### src/rtl/btn_event_array.sv
// btn_event_array
//   N_CH independent push-button front ends sharing one 1 ms tick prescaler
//   and one post-reset event mask. Each channel has a 2-flop synchroniser,
//   polarity normalisation, tick-based debounce, press/release pulses,
//   long-press detection and auto-repeat.
//
// Ports
//   clk         system clock
//   rst_n       asynchronous active-low reset
//   btn         raw asynchronous button pins
//   ready       high once the startup mask has expired
//   pressed     debounced level per channel, 1 = pressed
//   press       1-cycle pulse when a press is accepted
//   rel         1-cycle pulse when a release is accepted
//   long_press  1-cycle pulse once per hold, LONG_MS ticks after press
//   rpt         1-cycle pulse every REPEAT_MS ticks after long_press

module btn_event_array #(
    parameter int unsigned N_CH        = 2,
    parameter int unsigned CLK_HZ      = 27_000_000,
    parameter int unsigned STARTUP_MS  = 10,
    parameter int unsigned DEBOUNCE_MS = 5,
    parameter int unsigned LONG_MS     = 800,
    parameter int unsigned REPEAT_MS   = 150,
    parameter bit          ACTIVE_LOW  = 1'b1
) (
    input  logic            clk,
    input  logic            rst_n,
    input  logic [N_CH-1:0] btn,
    output logic            ready,
    output logic [N_CH-1:0] pressed,
    output logic [N_CH-1:0] press,
    output logic [N_CH-1:0] rel,
    output logic [N_CH-1:0] long_press,
    output logic [N_CH-1:0] rpt
);

    localparam int unsigned TICK_DIV = CLK_HZ / 1000;
    localparam int unsigned PW = (TICK_DIV > 1) ? $clog2(TICK_DIV) : 1;
    localparam int unsigned SW = $clog2(STARTUP_MS + 1);
    localparam int unsigned DW = $clog2(DEBOUNCE_MS + 1);
    localparam int unsigned HW = $clog2(LONG_MS + 1);
    localparam int unsigned RW = (REPEAT_MS > 0) ? $clog2(REPEAT_MS + 1) : 1;

    localparam logic [PW-1:0] PRESC_LAST   = PW'(TICK_DIV - 1);
    localparam logic [SW-1:0] STARTUP_LAST = SW'(STARTUP_MS - 1);
    localparam logic [DW-1:0] DB_LAST      = DW'(DEBOUNCE_MS - 1);
    localparam logic [HW-1:0] HOLD_MAX     = HW'(LONG_MS);
    localparam logic [HW-1:0] HOLD_LAST    = HW'(LONG_MS - 1);
    localparam logic [RW-1:0] REP_LAST     = RW'((REPEAT_MS > 0) ? REPEAT_MS - 1 : 0);
    localparam logic          RELEASED_PIN = ACTIVE_LOW;

    // ------------------------------------------------------------------
    // Shared 1 ms tick. With TICK_DIV = 1 the prescaler sits at 0 and the
    // tick is high every cycle.
    // ------------------------------------------------------------------
    logic [PW-1:0] presc_q;
    logic          tick;

    assign tick = (presc_q == PRESC_LAST);

    always_ff @(posedge clk or negedge rst_n) begin
        if (!rst_n) begin
            presc_q <= '0;
        end else if (tick) begin
            presc_q <= '0;
        end else begin
            presc_q <= presc_q + PW'(1);
        end
    end

    // ------------------------------------------------------------------
    // Startup mask: ready rises on the tick that brings the count to
    // STARTUP_MS and then sticks until reset.
    // ------------------------------------------------------------------
    logic [SW-1:0] st_cnt_q;
    logic          ready_q;

    always_ff @(posedge clk or negedge rst_n) begin
        if (!rst_n) begin
            st_cnt_q <= '0;
            ready_q  <= 1'b0;
        end else if (!ready_q && tick) begin
            st_cnt_q <= st_cnt_q + SW'(1);
            if (st_cnt_q == STARTUP_LAST) begin
                ready_q <= 1'b1;
            end
        end
    end

    assign ready = ready_q;

    // ------------------------------------------------------------------
    // Synchroniser, reset to the released pin level, then normalised so
    // that s = 1 means pressed.
    // ------------------------------------------------------------------
    logic [N_CH-1:0] sync1_q, sync2_q;
    logic [N_CH-1:0] s;

    always_ff @(posedge clk or negedge rst_n) begin
        if (!rst_n) begin
            sync1_q <= {N_CH{RELEASED_PIN}};
            sync2_q <= {N_CH{RELEASED_PIN}};
        end else begin
            sync1_q <= btn;
            sync2_q <= sync1_q;
        end
    end

    assign s = sync2_q ^ {N_CH{ACTIVE_LOW}};

    // ------------------------------------------------------------------
    // Per-channel debounce, hold timing and repeat.
    // ------------------------------------------------------------------
    for (genvar i = 0; i < int'(N_CH); i++) begin : g_ch
        logic          stable_q, stable_d;
        logic [DW-1:0] db_q, db_d;
        logic [HW-1:0] hold_q, hold_d;
        logic [RW-1:0] rep_q, rep_d;
        // armed: the current hold began with a press pulse (not inherited
        // from the startup mask); rep_on: long_press has fired this hold.
        logic          armed_q, armed_d;
        logic          rep_on_q, rep_on_d;
        logic          press_q, press_d;
        logic          rel_q, rel_d;
        logic          long_q, long_d;
        logic          rpt_q, rpt_d;
        logic          flip;

        assign flip = (s[i] != stable_q) && (db_q == DB_LAST);

        always_comb begin
            stable_d = stable_q;
            db_d     = db_q;
            hold_d   = hold_q;
            rep_d    = rep_q;
            armed_d  = armed_q;
            rep_on_d = rep_on_q;
            press_d  = 1'b0;
            rel_d    = 1'b0;
            long_d   = 1'b0;
            rpt_d    = 1'b0;

            if (!ready_q) begin
                // Masked: track the pin silently so no event is seen later.
                stable_d = s[i];
                db_d     = '0;
                hold_d   = '0;
                rep_d    = '0;
                armed_d  = 1'b0;
                rep_on_d = 1'b0;
            end else if (tick) begin
                if (flip) begin
                    // Accepted level change wins over hold/repeat this cycle.
                    stable_d = s[i];
                    db_d     = '0;
                    hold_d   = '0;
                    rep_d    = '0;
                    rep_on_d = 1'b0;
                    armed_d  = s[i];
                    press_d  = s[i];
                    rel_d    = !s[i];
                end else begin
                    db_d = (s[i] == stable_q) ? '0 : db_q + DW'(1);
                    if (stable_q) begin
                        if (rep_on_q) begin
                            if (rep_q == REP_LAST) begin
                                rep_d = '0;
                                rpt_d = 1'b1;
                            end else begin
                                rep_d = rep_q + RW'(1);
                            end
                        end
                        if (hold_q != HOLD_MAX) begin
                            hold_d = hold_q + HW'(1);
                        end
                        if ((hold_q == HOLD_LAST) && armed_q) begin
                            long_d   = 1'b1;
                            rep_on_d = (REPEAT_MS != 0);
                            rep_d    = '0;
                        end
                    end
                end
            end
        end

        always_ff @(posedge clk or negedge rst_n) begin
            if (!rst_n) begin
                stable_q <= 1'b0;
                db_q     <= '0;
                hold_q   <= '0;
                rep_q    <= '0;
                armed_q  <= 1'b0;
                rep_on_q <= 1'b0;
                press_q  <= 1'b0;
                rel_q    <= 1'b0;
                long_q   <= 1'b0;
                rpt_q    <= 1'b0;
            end else begin
                stable_q <= stable_d;
                db_q     <= db_d;
                hold_q   <= hold_d;
                rep_q    <= rep_d;
                armed_q  <= armed_d;
                rep_on_q <= rep_on_d;
                press_q  <= press_d;
                rel_q    <= rel_d;
                long_q   <= long_d;
                rpt_q    <= rpt_d;
            end
        end

        assign pressed[i]    = stable_q;
        assign press[i]      = press_q;
        assign rel[i]        = rel_q;
        assign long_press[i] = long_q;
        assign rpt[i]        = rpt_q;
    end

endmodule

### config.mk
export PLATFORM = sky130hd
export DESIGN_NAME = btn_event_array
export DESIGN_NICKNAME = d
export VERILOG_FILES = /design/src/rtl/btn_event_array.sv
export SDC_FILE = /design/constraint.sdc
export NUM_CORES = 1
export LEC_CHECK = 0
export ABC_AREA = 1
export BUFFER_PORTS_ARGS = -buffer_cell sky130_fd_sc_hd__clkbuf_2
export CAP_MARGIN = 0
export CORE_ASPECT_RATIO = 0.9
export CORE_MARGIN = 2
export CORE_UTILIZATION = 50
export CTS_BUF_LIST = sky130_fd_sc_hd__clkbuf_4 sky130_fd_sc_hd__clkbuf_8
export DETAILED_ROUTE_END_ITERATION = 16
export PLACE_DENSITY_LB_ADDON = 0.25
export SLEW_MARGIN = 10
export SYNTH_ARGS = -nofsm -noshare
export SYNTH_HDL_FRONTEND = slang
export SYNTH_SLANG_ARGS = --single-unit
### constraint.sdc
create_clock -name clk -period 2.78 [get_ports clk]
set_clock_uncertainty 0.2 [all_clocks]
set_input_delay 0.556 -clock clk [delete_from_list [all_inputs] [get_ports clk]]
set_output_delay 0.556 -clock clk [all_outputs]
set_load 0.1 [all_outputs]
# Word level (Yosys, flattened, before mapping)
# Cells that the tools add are included.
# totals
ff_bits	80
input_bits	4
out_inout_bits	11
# classes
n_addsub	8
n_eq_ne	25
mux	85
n_bitwise	1
n_reduce_logical	17
# ops
op	n
$mux W8	14
$mux W10	10
$mux W1	52
$mux W3	8
$add A10 B1 Y10 const B	2
$eq A10 B10 Y1 const B	2
$ne A10 B10 Y1 const B	2
$ne A3 B1 Y1 const B	6
$reduce_and A3 Y1	6
$add A8 B1 Y8 const B	2
$eq A8 B8 Y1 const B	2
$add A15 B1 Y15 const B	1
$eq A15 B15 Y1 const B	1
$mux W15	1
$ne A4 B1 Y1 const B	2
$add A3 B1 Y3 const B	2
$eq A3 B3 Y1 const B	2
$reduce_and A2 Y1	3
$logic_and A1 B1 Y1	5
$add A4 B1 Y4 const B	1
$eq A4 B4 Y1 const B	1
$ne A2 B1 Y1 const B	2
$logic_not A1 Y1	3
$eq A1 B1 Y1	2
other kinds (3)	4

# Depth between registers and ports, before layout
# depth
depth_word	8
ltp_mapped	11
depth_no_buf	11

# Worst setup path after synthesis
# Ideal clock, no wire load.
# synth_timing
path_type	reg-to-reg
start	register ready_q, in the netlist ready
end	register g_ch[0].rep_q[7]
t_arrival_ns	1.946
required_time_ns	2.464
path_slack_ns	0.517
path_stages_with_launch	9
path_buffers	1
synth_period_minus_slack_ns	2.263
cell_sequence	dfrtp_1 buf_2 inv_2 a21oi_2 nand3_1 inv_1 nor2_4 nand2_1 nand2_1
# synth_via
elab_chain_cells	2
elab_cells_between_ends	5
classes_between	3 x eq/ne; 1 x mux; 1 x reduce/logical
# synth_rtl
item	line	text
from (decl)	77	logic ready_q;
from (signal assigned)	82	ready_q <= 1'b0;
from (signal assigned)	86	ready_q <= 1'b1;
$ne A4 B1 Y1 (no source line), or another cell as far along	-	
$reduce_and A3 Y1 (no source line)	-	
to (signal assigned)	203	rep_q <= rep_d;
to (decl)	119	logic [RW-1:0] rep_q, rep_d;
# Several ways; a longest one is shown, not always the timed one.
# A chain may end at the register's enable or synchronous reset.

# Final worst setup path
# layout_timing
start	register presc_q[4]
end	register g_ch[1].hold_q[1]
# layout_via
elab_chain_cells	3
# layout_rtl
item	line	text
from (decl)	57	logic [PW-1:0] presc_q;
from (signal assigned)	68	presc_q <= presc_q + PW'(1);
$eq A15 B15 Y1	60	assign tick = (presc_q == PRESC_LAST);
$ne A2 B2 Y1 (no source line)	-	
$reduce_and A3 Y1 (no source line)	-	
to (signal assigned)	202	hold_q <= hold_d;
to (decl)	118	logic [HW-1:0] hold_q, hold_d;
# No other way between the ends.

==> flow_summary.json <==
{
  "netlist_area_um2": 4792,
  "grt_usage_pct": 19.93,
  "drt-vias-per-instance": 5.060,
  "die-width_um": 107.2,
  "grt_pass1_wl_mm": 16.79,
  "crit_chain": "nand2_2 > inv_2 > nand2_1 > nor2_2 > nand2_2 > nand2_4 > nand3_1 > nand2_1 > o21ai_1",
  "finalWorstSetupSlack_ns": 0.5262,
  "grt_max_degree": 48,
  "multi_input_area_um2": 2312,
  "worst_slew_pin_slew_ns": 0.6960,
  "regArea_um2": 2007,
  "cp_slowest_stage_delay_ns": 0.54,
  "synth_cells": 659,
  "drive_gt1_share_pct": 10.37,
  "detail-route-antenna-nets": 0,
  "dp_hpwl_mm": 6.866,
  "synth-seq-area-share_pct": 41.88,
  "root_buffer": "clkbuf_8",
  "yosys.area.top_type": "dfrtp_1",
  "crit_family": "simple AND/OR/NAND/NOR gates",
  "cap_violations": 0,
  "fmax_ghz": 0.4437,
  "antenna_found_initial": 0,
  "wl_per_cell_um": 12.06,
  "syn-num-nets": 678,
  "fin_total_pwr_uw": 2172,
  "dpl_worst_slack_ns": 0.5536,
  "die_h_um": 96.88,
  "diodes": 0,
  "synth_top_area_share_pct": 39.69,
  "worstSetupPathDepth": 9,
  "num-nets-final": 689,
  "cp_slowest_cell": "nand3_1",
  "std_cell_rows": 33,
  "initialDrtViolationCount": 216,
  "ctsHtreeMaxLevel": 3,
  "die_area_um2": 10380,
  "worst_setup_path_start_kind": "flop",
  "ys_warn_count": 0,
  "finalSetupTns_ns": 0,
  "required_ns": 2.80,
  "ios": 15,
  "clock-sinks": 80,
  "portBuffers": 14,
  "hold_violations": 0,
  "gp_congestion": 0.8855,
  "clk_pin_slew_ns": 0.08,
  "wl_mm": 9.614,
  "path_class": "flop to flop",
  "p_leak_uw": 0.002498,
  "synth.area.top_cells": "dfrtp_1 (40%), nand2_1 (16%), nor2_1 (7.0%)",
  "drtPass1Iterations": 5,
  "coreArea_um2": 9208,
  "setup-violations-final": 0,
  "path_max_fanout": 20,
  "cts_resized": 0,
  "cts.path.max_buffers": 2,
  "cp.arrival_ns": 2.27,
  "power_density_nw_per_um2": 420.9,
  "drc": 0,
  "cts_tree": "done",
  "status": "finished, final reports clean",
  "finalCritPeriodShare_pct": 81.07,
  "maxSlewViolCount": 0,
  "cp.buffers_inverters": 1,
  "grt_pass1_vias": 3841,
  "end_kind": "flop",
  "hold_path_class": "primary input to flop",
  "rsz0062_at_grt": "no",
  "whs_path_depth": 1,
  "synth_area_per_cell_um2": 7.272,
  "ys_seq_elements": 80,
  "finalCriticalPeriod_ns": 2.254,
  "rr_worst_depth": 9,
  "fin_util_pct": 56.04,
  "peakVddDrop_v": 0.0002358,
  "relSlewSlack_pct": 53.47,
  "cts_buffers": 9,
  "initial_core_util_pct": 52.05,
  "ys_types": 35,
  "num_vias": 4033,
  "grt_overflow_total": 0,
  "clk_latency_ns": 0.35,
  "syn2layout_area_growth_pct": 7.676,
  "fillCellCount": 870
}
flip-flops by register name (all words and copies together), names as in the netlist:
register	flops
g_ch.long_q	2
sync1_q	2
ready	1
g_ch.db_q	6
presc_q	15
g_ch.armed_q	2
g_ch.stable_q	2
g_ch.hold_q	20
g_ch.rep_q	16
st_cnt_q	4
sync2_q	2
g_ch.press_q	2
g_ch.rpt_q	2
g_ch.rel_q	2
g_ch.rep_on_q	2
power by group:
part	switching [uW]	leakage, uW	internal [uW]
combinational	42.9	0.00130	9.94
clock	438	0.000110	507
sequential	4.55	0.00109	1170
per-stage QoR:
step	std cells	cell area [um^2]	hold WS, ns
2_1_floorplan	659	4792	0.06041
4_1_cts	797	5160	0.05759
5_1_grt	797	5160	0.04520
3_3_place_gp	780	4931	0.1468
6_report	797	5160	0.07928
3_5_place_dp	780	4931	0.1506
routing by layer:
| metal | vias up | track usage (%) | wire length, um |
|---|---|---|---|
| met4 | 0 | 5.794 | 114 |
| met2 | 78 | 32.81 | 4547 |
| met3 | 11 | 5.189 | 351 |
| met1 | 1864 | 25.72 | 4600 |
| met5 | - | 0 | 0 |
| li1 | 2080 | - | - |
cell families after synthesis:
logic type / count (synthesis) / synth area share (%)
AND/OR/NAND/NOR: 394 / 35.77
AO/OA/AOI/OAI: 41 / 4.909
buffers and inverters: 109 / 9.869
flip-flops: 80 / 41.88
adder cells (fa/ha/maj): 15 / 3.916
XOR/XNOR: 20 / 3.655
cell usage after synthesis:
cell type    n
a21oi_1      4
a21oi_2      2
a21oi_4      1
a31oi_1      1
and3_1       1
buf_2        4
buf_4       12
buf_8        1
clkbuf_1     3
dfrtp_1     76
dfstp_2      4
ha_1        15
inv_1       79
inv_2        9
inv_4        1
nand2_1    201
nand2_2      7
nand2_4      1
nand3_1     48
nand3_4      2
nand3b_1     1
nand4_1     20
nor2_1      89
nor2_2       3
nor2_4       2
nor2_8       1
nor3_1      15
nor3b_1      1
o21ai_0     11
o21ai_1     16
o21bai_1     2
o22ai_1      4
or2_2        2
xnor2_1      6
xor2_1      14
cells in the final DEF (no fill, tap or decap), types with 2 or more instances in the layout:
cell type	count
nand4_1	20
nand3_4	2
xnor2_1	6
or2_2	2
nand2_2	7
nor2_2	3
nor3_1	15
a21oi_1	4
o21bai_1	2
o21ai_0	11
inv_2	9
xor2_1	14
buf_4	5
dfstp_2	4
nor2_1	89
bufinv_16	2
nand3_1	48
clkinv_2	2
nand2_1	201
clkbuf_8	9
nor2_4	2
clkbuf_2	13
o22ai_1	4
o21ai_1	16
ha_1	15
dfrtp_1	76
a21oi_2	2
inv_1	79
cell type report:
type                    instances  area share [%]
clock buffers                   9           2.401
clock inverters                 7           1.843
inverters                      89           6.523
multi-input cells             470           44.81
flip-flops and latches         80           38.89
well taps                     122           2.958
repair buffers                 20           2.570
what timing repair did:
action	CTS	global route
hold buffers	1	0
endpoints found under the hold margin	31	0
setup buffers	0	0
final timing paths:
kind	startpoint	endpoint	slack, ns
worst max-delay path	presc_q[4]	g_ch[1].hold_q[1]	0.53
worst min-delay path	btn[0]	sync1_q[0]	0.08
worst max register to register	presc_q[4]	g_ch[1].hold_q[1]	0.53
worst min register to register	sync1_q[0]	sync2_q[0]	0.16
max in group asynchronous	rst_n	sync1_q[0]	1.24
min in group asynchronous	rst_n	g_ch[1].hold_q[7]	0.48
(Power assumes the default switching activity.)
